### src/rtl/serial_word_rx_pkg.sv
// Shared types and defaults for the serial word receiver.
// FSM state encoding plus default word width and sync word.
package serial_word_rx_pkg;

    typedef enum logic {
        ST_HUNT    = 1'b0,
        ST_COLLECT = 1'b1
    } rx_state_e;

    localparam int unsigned DEF_WORD_W       = 8;
    localparam logic [31:0] DEF_SYNC_PATTERN = 32'h0000_00A5;

endpackage

### src/rtl/serial_word_rx_outreg.sv
// One-entry valid/ready holding register with sticky overflow and load counter.
// Latency 1 from load to word_vld_o; a load arriving while full and not draining is dropped.
module serial_word_rx_outreg #(
    parameter int unsigned WORD_W = 8
) (
    input  logic              clk,
    input  logic              reset,
    input  logic              load_vld_i,
    input  logic [WORD_W-1:0] load_dat_i,
    input  logic              word_rdy_i,
    output logic [WORD_W-1:0] word_dat_o,
    output logic              word_vld_o,
    output logic [15:0]       word_count_o,
    output logic              overflow_o
);

    logic [WORD_W-1:0] dat_q, dat_d;
    logic              vld_q, vld_d;
    logic [15:0]       cnt_q, cnt_d;
    logic              ovf_q, ovf_d;
    logic              drain;
    logic              can_load;

    assign drain    = vld_q && word_rdy_i;
    assign can_load = !vld_q || word_rdy_i;

    always_comb begin
        dat_d = dat_q;
        vld_d = vld_q;
        cnt_d = cnt_q;
        ovf_d = ovf_q;
        if (load_vld_i && can_load) begin
            dat_d = load_dat_i;
            vld_d = 1'b1;
            cnt_d = cnt_q + 16'd1;
        end else if (load_vld_i) begin
            ovf_d = 1'b1;
        end else if (drain) begin
            vld_d = 1'b0;
        end
    end

    always_ff @(posedge clk) begin
        if (reset) begin
            dat_q <= '0;
            vld_q <= 1'b0;
            cnt_q <= '0;
            ovf_q <= 1'b0;
        end else begin
            dat_q <= dat_d;
            vld_q <= vld_d;
            cnt_q <= cnt_d;
            ovf_q <= ovf_d;
        end
    end

    assign word_dat_o   = dat_q;
    assign word_vld_o   = vld_q;
    assign word_count_o = cnt_q;
    assign overflow_o   = ovf_q;

endmodule

### src/rtl/serial_word_rx.sv
// LSB-first serial-to-word assembler feeding a one-entry valid/ready output register.
// Optional sync-word hunt before each frame: define SERIAL_WORD_RX_SYNC_HUNT_EN.
module serial_word_rx
    import serial_word_rx_pkg::*;
#(
    parameter int unsigned       WORD_W       = DEF_WORD_W,
    parameter int unsigned       FRAME_WORDS  = 4,
    parameter logic [WORD_W-1:0] SYNC_PATTERN = DEF_SYNC_PATTERN[WORD_W-1:0]
) (
    input  logic              qzt_clk,
    input  logic              reset,
    input  logic              serial_in,
    input  logic              bit_en,
    input  logic              restart,
    output logic [WORD_W-1:0] word_out,
    output logic              word_valid,
    input  logic              word_ready,
    output logic [15:0]       word_count,
    output logic              overflow,
    output logic              locked
);

    localparam int unsigned CNT_W = $clog2(WORD_W + 1);
    localparam logic [CNT_W-1:0] LAST_BIT   = CNT_W'(WORD_W - 1);
    localparam logic [15:0]      FRAME_LAST = 16'(FRAME_WORDS - 1);

`ifdef SERIAL_WORD_RX_SYNC_HUNT_EN
    localparam bit        HUNT_EN   = 1'b1;
    localparam rx_state_e RST_STATE = ST_HUNT;
`else
    localparam bit        HUNT_EN   = 1'b0;
    localparam rx_state_e RST_STATE = ST_COLLECT;
`endif

    rx_state_e         state_q, state_d;
    logic [WORD_W-1:0] shreg_q, shreg_d;
    logic [CNT_W-1:0]  bit_cnt_q, bit_cnt_d;
    logic [15:0]       frame_cnt_q, frame_cnt_d;
    logic [WORD_W-1:0] shift_next;
    logic              word_done;

    // Window including the current bit; also the completed word on the last bit.
    assign shift_next = {serial_in, shreg_q[WORD_W-1:1]};

    always_comb begin
        state_d     = state_q;
        shreg_d     = shreg_q;
        bit_cnt_d   = bit_cnt_q;
        frame_cnt_d = frame_cnt_q;
        word_done   = 1'b0;
        if (restart) begin
            shreg_d     = '0;
            bit_cnt_d   = '0;
            frame_cnt_d = '0;
            if (HUNT_EN) begin
                state_d = ST_HUNT;
            end
        end else if (bit_en) begin
            shreg_d = shift_next;
            if (state_q == ST_COLLECT) begin
                if (bit_cnt_q == LAST_BIT) begin
                    word_done = 1'b1;
                    bit_cnt_d = '0;
                    // Dropped words still count toward the frame length.
                    if (HUNT_EN && frame_cnt_q == FRAME_LAST) begin
                        state_d     = ST_HUNT;
                        frame_cnt_d = '0;
                        shreg_d     = '0;
                    end else if (HUNT_EN) begin
                        frame_cnt_d = frame_cnt_q + 16'd1;
                    end
                end else begin
                    bit_cnt_d = bit_cnt_q + 1'b1;
                end
            end else if (shift_next == SYNC_PATTERN) begin
                state_d     = ST_COLLECT;
                shreg_d     = '0;
                bit_cnt_d   = '0;
                frame_cnt_d = '0;
            end
        end
    end

    always_ff @(posedge qzt_clk) begin
        if (reset) begin
            state_q     <= RST_STATE;
            shreg_q     <= '0;
            bit_cnt_q   <= '0;
            frame_cnt_q <= '0;
        end else begin
            state_q     <= state_d;
            shreg_q     <= shreg_d;
            bit_cnt_q   <= bit_cnt_d;
            frame_cnt_q <= frame_cnt_d;
        end
    end

`ifdef SERIAL_WORD_RX_SYNC_HUNT_EN
    assign locked = (state_q == ST_COLLECT);
`else
    assign locked = 1'b1;
`endif

    serial_word_rx_outreg #(
        .WORD_W (WORD_W)
    ) u_outreg (
        .clk          (qzt_clk),
        .reset        (reset),
        .load_vld_i   (word_done),
        .load_dat_i   (shift_next),
        .word_rdy_i   (word_ready),
        .word_dat_o   (word_out),
        .word_vld_o   (word_valid),
        .word_count_o (word_count),
        .overflow_o   (overflow)
    );

endmodule

### config.mk
export PLATFORM = sky130hd
export DESIGN_NAME = serial_word_rx
export DESIGN_NICKNAME = d
export VERILOG_FILES = /design/src/rtl/serial_word_rx_pkg.sv /design/src/rtl/serial_word_rx_outreg.sv /design/src/rtl/serial_word_rx.sv
export SDC_FILE = /design/constraint.sdc
export NUM_CORES = 1
export LEC_CHECK = 0
export CAP_MARGIN = 15
export CORE_MARGIN = 10
export CORE_UTILIZATION = 50
export DETAILED_ROUTE_END_ITERATION = 16
export PLACE_DENSITY = 0.81
export REMOVE_ABC_BUFFERS = 1
export SETUP_SLACK_MARGIN = 0.15
export SLEW_MARGIN = 0
export SYNTH_ARGS = -nofsm -noshare
export SYNTH_HDL_FRONTEND = slang
export SYNTH_SLANG_ARGS = --single-unit
### constraint.sdc
create_clock -name qzt_clk -period 2.8 [get_ports qzt_clk]
set_input_delay 0.56 -clock qzt_clk [delete_from_list [all_inputs] [get_ports qzt_clk]]
set_output_delay 0.56 -clock qzt_clk [all_outputs]
set_load 0.05 [all_outputs]
==> Yosys cells after proc, flatten, opt, wreduce, memory -nomap -nowiden <==
Cells that the tools add are included.
Widths: inputs -> output; s select.
{ "totals": {"reg_bits": 39} }
{ "op_classes": {"reduce_logical": 11, "n_mux": 14, "n_addsub": 2, "n_bitwise": 2, "n_eq_ne": 3} }
{ "ops": {"columns": ["op", "count"], "rows": [
  ["$add 16x1->16 const B", 1],
  ["$mux 8", 2],
  ["$mux 4", 3],
  ["$mux 1", 9],
  ["$eq 8x8->1 const B", 1],
  ["$reduce_and 2->1", 4],
  ["$add 4x1->4 const B", 1],
  ["$eq 4x3->1 const B", 1],
  ["$reduce_bool 2->1", 2],
  ["$logic_and 1x1->1", 2],
  ["$ne 2x2->1 const B", 1],
  ["$not 1->1", 2],
  ["$reduce_or 2->1", 1],
  ["$logic_not 1->1", 1],
  ["$logic_or 1x1->1", 1]
]} }

==> Longest topological paths before layout <==
Gate-level depths: netlist of the first run.
{ "logic_depth": {"depth_word": 8, "ltp_mapped": 7} }

==> By module <==
From an unflattened synthesis of the first run, not the netlist that was laid out.
{ "unflattened": {"hier_cells": 198, "hier_area_um2": 1730.4} }
{ "modules_own_cells": {"columns": ["mod", "area_each_um2", "cells_each", "instances"], "rows": [
  ["serial_word_rx_outreg", 1116.1, 132, 1],
  ["serial_word_rx", 614.3, 66, 1]
]} }

==> Worst setup path after synthesis of the first run <==
No wires, ideal clock.
{ "synth_timing": {"path_kind": "register to register", "startpoint": "reg u_outreg.cnt_q[0] (netlist: u_outreg.word_count_o[0])", "endpoint": "reg u_outreg.cnt_q[14] (netlist: u_outreg.word_count_o[14])", "arrival_ps": 1940, "setup_ps": 71, "required_time_ps": 2729, "stages_incl_launch_ff": 6, "n_path_buf": 0, "slack_ps": 789, "path_cell_list": "dfxtp_1 ha_1 and3_1 nand4_4 or4_1 a21oi_1"} }
{ "synth_between": {"elab_chain_len": 1} }
{ "synth_lines": {"columns": ["element", "line_no", "text"], "rows": [
  ["start: declaration", "serial_word_rx_outreg.sv:19", "logic [15:0] cnt_q, cnt_d;"],
  ["start signal: assignment", "serial_word_rx_outreg.sv:52", "cnt_q <= cnt_d;"],
  ["$add 16x1->16", "serial_word_rx_outreg.sv:35", "cnt_d = cnt_q + 16'd1;"]
]} }
Every way passes these cells.
A chain may end at the register's enable or synchronous reset.

==> Worst setup path in the final report of the first run <==
{ "layout_timing": {"startpoint": "reg u_outreg.cnt_q[2] (netlist: u_outreg.word_count_o[2])", "endpoint": "out word_count[2]"} }
{ "layout_lines": {"columns": ["element", "line_no", "text"], "rows": [
  ["end: declaration", "serial_word_rx.sv:18", "output logic [15:0] word_count,"]
]} }
No word-level cell between the ends.

==> impl_metrics.ini, run 1 <==
[pwr]
powerDensity_mw_per_mm2 = 405
power_frac_seq_pct = 64.3
p_leak_nw = 0.714
internal_power_uw = 651
p_sw_share_pct = 23.1
p_sw_uw = 195
clock_power_share_pct = 31.2
fin_total_pwr_uw = 846
vdd_ir_drop_max_mv = 0.279
combinationalPowerShare_pct = 4.5

[clock_tree]
root_buffer = clkbuf_4
post-cts-setup-buffer-count = 0
htreeDepth = 2
clk_pin_slew_ns = 0.11
clockBufferDepth = 2
cts_hold_buf = 0
numCtsBuffers = 5
worstSkewPairLatency_ns = 0.34
post_cts_resized = 0
cts_sinks = 38
cts_tree = built

[place]
gp_congestion = 0.868
place_area_mm2 = 0.00204
place_hpwl_um = 2720
io_buffers = 31

[floorplanning]
start_util_pct = 51.6
rows = 21
ios = 33
dieArea_mm2 = 0.00615
fp.coreArea_mm2 = 0.00331
die-height_um = 78.4
chipWidth_um = 78.4

[logic_synthesis]
async_reset_ff_share_pct = 0
synth_top_family_by_area = simple AND/OR/NAND/NOR gates
muxShareOfSynthArea_pct = 3.52
synthXorXnorAreaFrac_pct = 2.05
synth_top_area_share_pct = 44.5
yosysWarnings = 0
ys_dominant_reg_cell = dfxtp_1
synth_compound_area_share_pct = 14.1
yosys-top-cells-area = dfxtp_1 (45%), a21oi_1 (7.6%), nand2_1 (6.2%), nand4_4 (3.7%), mux2i_1 (3.5%)
yosysMostFrequentCell = dfxtp_1
synth-edff-count = 0
synth_commonest_cells = dfxtp_1 (38), nand2_1 (28), a21oi_1 (26)
ys_ff_latch = 38
yosys.area.top_type = dfxtp_1
yosysSeqAreaShare_pct = 44.5
synth-simple-area-share_pct = 29.8
netlist_instances = 195
synth_area_per_cell_um2 = 8.76
syn-cell-area_mm2 = 0.00171
synth_fa_ha_area_share_pct = 1.47
yosysUniqueCellTypes = 41

[setup_path]
slowest_delay_ns = 0.86
endpoint_kind = output port
crit_chain = clkdlybuf4s50_1
worst-path-stages = 1
arrival_ns = 1.68
reg2reg_from = bit_cnt_q[0]
required_ns = 2.24
crit_family = buffers and inverters
cp_max_fo = 8
r2r_cells = 5
crit_slowest_cell = clkdlybuf4s50_1
r2r_slack_ns = 0.93
path_buf_inv = 1
worstSetupStartpointType = register
r2r-end = u_outreg.word_count_o[12]
critical_path_class = register to output port

[global_routing]
grt_pass1_vias = 1378
overflow = 0
grt_max_degree = 28
grt_pass1_wl_um = 6510
grt_usage_pct = 12.6
antenna_found_initial = 0

[sta]
grt_setup_unrepaired = false
max_freq_mhz = 447
finalCritPeriodShare_pct = 79.9
worstMarginPinSlew_ns = 0.513
hold_viol_final = 0
slew_violations = 0
finClkSkew_ns = 0.00948
finalSetupTns_ns = 0
finalCriticalPeriod_ns = 2.24
max_slew_margin_pct = 65.7
finalSetupViolations = 0

[run]
cap_viol_max_count = 0

[detailed_routing]
drcViolationCount = 0
via_per_inst = 5.43
ant_nets = 0
drt_iter0_markers = 139
wirelength_um = 3690
drt-wirelength-per-cell_um = 13.6
drt_first_pass_iters = 4
dr_total_vias = 1478

[min_path]
worstHoldStart = u_outreg.word_dat_o[6]
hold_path_class = register to register
hold_path_end = u_outreg.word_dat_o[6]
worstHoldPathCells = 2

[run_status]
status = completed

[layout]
nets = 234
postLayoutCellArea_mm2 = 0.00209
antenna_cells = 0
drive_gt1_share_pct = 7.96
area_growth_pct = 22.1
## kinds of logic after synthesis
family / count (synthesis)
compound gates: 43
simple gates: 87
buf+inv: 14
xor+xnor: 4
other cells: 1
fa+ha+maj: 2
flops: 38
mux: 6
## flip-flops by register name, indices dropped and copies added (netlist names)
signal                 flops
state_q                    1
shreg_q                    7
u_outreg.word_count_o     16
bit_cnt_q                  4
u_outreg.word_dat_o        8
u_outreg.word_vld_o        1
u_outreg.overflow_o        1
## worst reg2reg max path, cell delays in order (launching register included)
cell and delay [ns]:
dfxtp_1 0.39, ha_1 0.20, and3b_2 0.36, nand4_4 0.17, or4_1 0.50, a21oi_1 0.17
## routing by layer
layer,up-vias,track usage [%],part of all wire [%]
met5,-,0,0
met4,0,3.76,1.2
met3,5,5.24,7.1
met2,33,20.0,45
met1,678,15.3,47
li1,762,-,-
## worst max path at each step
stage,startpoint,endpoint,slack [ns]
6_report,u_outreg.word_count_o[2],word_count[2],0.56
5_1_grt,u_outreg.word_count_o[8],word_count[8],0.48
4_1_cts,u_outreg.word_count_o[2],word_count[2],0.56
3_5_place_dp,restart,u_outreg.word_count_o[14],0.32
3_3_place_gp,restart,u_outreg.word_count_o[14],0.38
2_1_floorplan,u_outreg.word_count_o[0],u_outreg.word_count_o[14],0.79
## power groups by stage
stage | combinational [mW] | clock (mW) | sequential (mW)
2_1_floorplan | 0.0162 | 0 | 0.555
3_3_place_gp | 0.0381 | 0 | 0.556
3_5_place_dp | 0.0382 | 0 | 0.556
4_1_cts | 0.0382 | 0.270 | 0.543
5_1_grt | 0.0421 | 0.292 | 0.544
6_report | 0.0382 | 0.264 | 0.543
## placed cells by master (no fill, tap or decap), types with 6 or more instances in the layout
master / Yosys / routed
dfxtp_1: 38 / 38
nor2_1: 12 / 12
o21ai_0: 8 / 8
clkdlybuf4s50_1: 0 / 31
mux2i_1: 6 / 6
nand3_1: 9 / 9
nand4_1: 6 / 6
a21oi_1: 26 / 26
nand2_1: 28 / 28
## layout make-up
cell class / count / area (um2)
sequential: 38 / 761
clock buffer: 7 / 45.0
multi-input combinational: 143 / 875
tap: 46 / 57.6
inverter: 4 / 15.0
fill: 299 / 1220
timing repair buffer: 34 / 333
## per-stage QoR
| step | setup WS, ns | util, % | hold WS [ns] | cells |
|---|---|---|---|---|
| after floorplan | 0.790 | - | 0.434 | 185 |
| after global placement | 0.376 | 61.6 | 0.449 | 265 |
| after detailed placement | 0.323 | 61.6 | 0.451 | 265 |
| after CTS | 0.563 | 63.0 | 0.465 | 272 |
| after global routing | 0.484 | 63.0 | 0.491 | 272 |
| final | 0.563 | 63.0 | 0.461 | 272 |
Power figures use the tool's default switching activity.
==> run 2: changes to the inputs <==
--- a/config.mk
+++ b/config.mk
@@ -7,9 +7,9 @@
 export LEC_CHECK = 0
 export CAP_MARGIN = 15
 export CORE_MARGIN = 10
-export CORE_UTILIZATION = 50
+export CORE_UTILIZATION = 46
 export DETAILED_ROUTE_END_ITERATION = 16
-export PLACE_DENSITY = 0.81
+export PLACE_DENSITY = 0.79
 export REMOVE_ABC_BUFFERS = 1
 export SETUP_SLACK_MARGIN = 0.15
 export SLEW_MARGIN = 0
==> constraint.sdc (replaced) <==
create_clock -name qzt_clk -period 2.05 [get_ports qzt_clk]
set_input_delay 0.41 -clock qzt_clk [delete_from_list [all_inputs] [get_ports qzt_clk]]
set_output_delay 0.41 -clock qzt_clk [all_outputs]
set_load 0.05 [all_outputs]
==> impl_metrics.ini, run 2 (synthesis results as in run 1) <==
[detailed_routing]
via_per_inst = 5.43
drcViolationCount = 0
drt-wirelength-per-cell_um = 14.1
wirelength_um = 4040
drt_iter0_markers = 78
dr_total_vias = 1559
ant_nets = 0
drt_first_pass_iters = 4

[floorplanning]
rows = 22
start_util_pct = 47.0
dieArea_mm2 = 0.00655
chipWidth_um = 80.9
fp.coreArea_mm2 = 0.00363
die-height_um = 80.9
ios = 33

[place]
gp_congestion = 0.786
place_hpwl_um = 2880
dp_slack_ns = -0.00984
io_buffers = 31
dp_cells = 277

[sta]
finalCritPeriodShare_pct = 90.7
grt_setup_unrepaired = true
finClkSkew_ns = 0.00750
finalCriticalPeriod_ns = 1.86
max_slew_margin_pct = 64.7
finalSetupTns_ns = 0
worstMarginPinSlew_ns = 0.529
slew_violations = 0
finalSetupViolations = 0
setup_slack_ns = 0.192
max_freq_mhz = 538
hold_viol_final = 0

[setup_path]
r2r_slack_ns = 0.26
worstSetupStartpointType = register
path_buf_inv = 1
crit_family = buffers and inverters
r2r_cells = 5
r2r-end = u_outreg.word_count_o[14]
crit_slowest_cell = clkdlybuf4s50_1
required_ns = 1.64
arrival_ns = 1.45
endpoint_kind = output port
crit_chain = clkdlybuf4s50_1
slowest_delay_ns = 0.81
cp_max_fo = 3
crit_start = u_outreg.word_count_o[15]
reg2reg_from = bit_cnt_q[0]
critical_path_class = register to output port

[clock_tree]
clk_pin_slew_ns = 0.08
htreeDepth = 2
cts_hold_buf = 0
worstSkewPairLatency_ns = 0.30
numCtsBuffers = 5
cts_sinks = 38
clockBufferDepth = 2
root_buffer = clkbuf_8
cts_tree = built

[layout]
largest_reg_flops = 16
final_common_cell = dfxtp_1
layout_common_cells = dfxtp_1 (38), nand2_1 (28), a21oi_1 (26)
fin_cells = 287
nets = 246
area_growth_pct = 30.7
fillCellCount = 358
drive_gt1_share_pct = 13.8
antenna_cells = 0

[global_routing]
grt_pass1_wl_um = 6690
grt_usage_pct = 12.9
antenna_found_initial = 0
grt_max_degree = 28
grt_pass1_vias = 1455
overflow = 0

[pwr]
power_frac_seq_pct = 55.4
powerDensity_mw_per_mm2 = 600
combinationalPowerShare_pct = 4.7
p_sw_share_pct = 22.5
vdd_ir_drop_max_mv = 0.404
p_leak_nw = 1.03
internal_power_mw = 1.04
p_sw_uw = 302
clock_power_share_pct = 39.9

[run]
cap_viol_max_count = 0

[min_path]
hold_path_class = register to register
worstHoldPathCells = 2
hold_path_end = u_outreg.word_dat_o[0]
worstHoldStart = u_outreg.word_dat_o[0]

[run_status]
status = completed
[run 2: cell count changes in the layout (fill, tap and decap cells not counted)]
cell	previous run	this run
dlymetal6s2s_1	0	9
clkdlybuf4s50_1	31	7
clkinvlp_4	0	1
clkinv_2	0	1
buf_4	3	15
dlygate4sd2_1	0	14
clkbuf_1	2	0
and3b_1	1	2
clkbuf_4	5	0
clkbuf_8	0	6
[run 2: metal layers]
layer | share of wire, % | global-route usage, % | vias up
li1 | - | - | 787
met1 | 41 | 13.7 | 732
met2 | 49 | 21.2 | 35
met3 | 8.2 | 6.51 | 5
met4 | 1.5 | 5.36 | 0
met5 | 0 | 0 | -
[run 2: layout make-up]
| type | instances | area, um2 | area share (%) |
|---|---|---|---|
| clock buffers | 6 | 82.6 | 3.70 |
| clock inverters | 2 | 12.5 | 0.561 |
| inverters | 4 | 15.0 | 0.673 |
| multi-input cells | 144 | 883 | 39.6 |
| flip-flops and latches | 38 | 761 | 34.1 |
| well taps | 48 | 60.1 | 2.69 |
| repair buffers | 45 | 418 | 18.7 |
[run 2: power groups by stage]
stage          Clock, mW  Combinational [mW]  Sequential [mW]
6_report           0.535              0.0625            0.742
5_1_grt            0.588              0.0678            0.742
4_1_cts            0.550              0.0625            0.742
3_5_place_dp           0              0.0625            0.759
3_3_place_gp           0              0.0623            0.759
2_1_floorplan          0              0.0221            0.758
[run 2: metrics by stage]
step           hold WS [ns]  cell area, um2  utilization, %  total power, mW
2_1_floorplan         0.434            1650               -            0.781
3_3_place_gp          0.445            2120            58.2            0.821
3_5_place_dp          0.450            2120            58.2            0.822
4_1_cts               0.462            2190            60.4             1.35
5_1_grt               0.486            2230            61.4             1.40
6_report              0.458            2230            61.4             1.34
[run 2: worst max-delay path by stage]
stage,slack [ns],endpoint,depth (start not counted)
2_1_floorplan,0.04,u_outreg.word_count_o[14],5
3_3_place_gp,0.02,u_outreg.word_count_o[14],6
3_5_place_dp,-0.01,u_outreg.word_count_o[15],6
4_1_cts,0.16,word_valid,1
5_1_grt,0.15,u_outreg.word_count_o[13],5
6_report,0.19,word_count[15],1
[run 2: what timing repair did]
item | CTS | global route
buffers inserted | 0 | 1
hold endpoints to repair | 0 | 0
setup endpoints to repair | 14 | 17
gates resized for setup | 14 | 9
cloned | 0 | 1
==> run 3: changes to the inputs <==
--- a/config.mk
+++ b/config.mk
@@ -12,7 +12,7 @@
 export PLACE_DENSITY = 0.79
 export REMOVE_ABC_BUFFERS = 1
 export SETUP_SLACK_MARGIN = 0.15
-export SLEW_MARGIN = 0
+export SLEW_MARGIN = 40
 export SYNTH_ARGS = -nofsm -noshare
 export SYNTH_HDL_FRONTEND = slang
 export SYNTH_SLANG_ARGS = --single-unit
==> results of run 3 <==
Same layout as run 2: the final DEF is identical, and so are final timing and power.
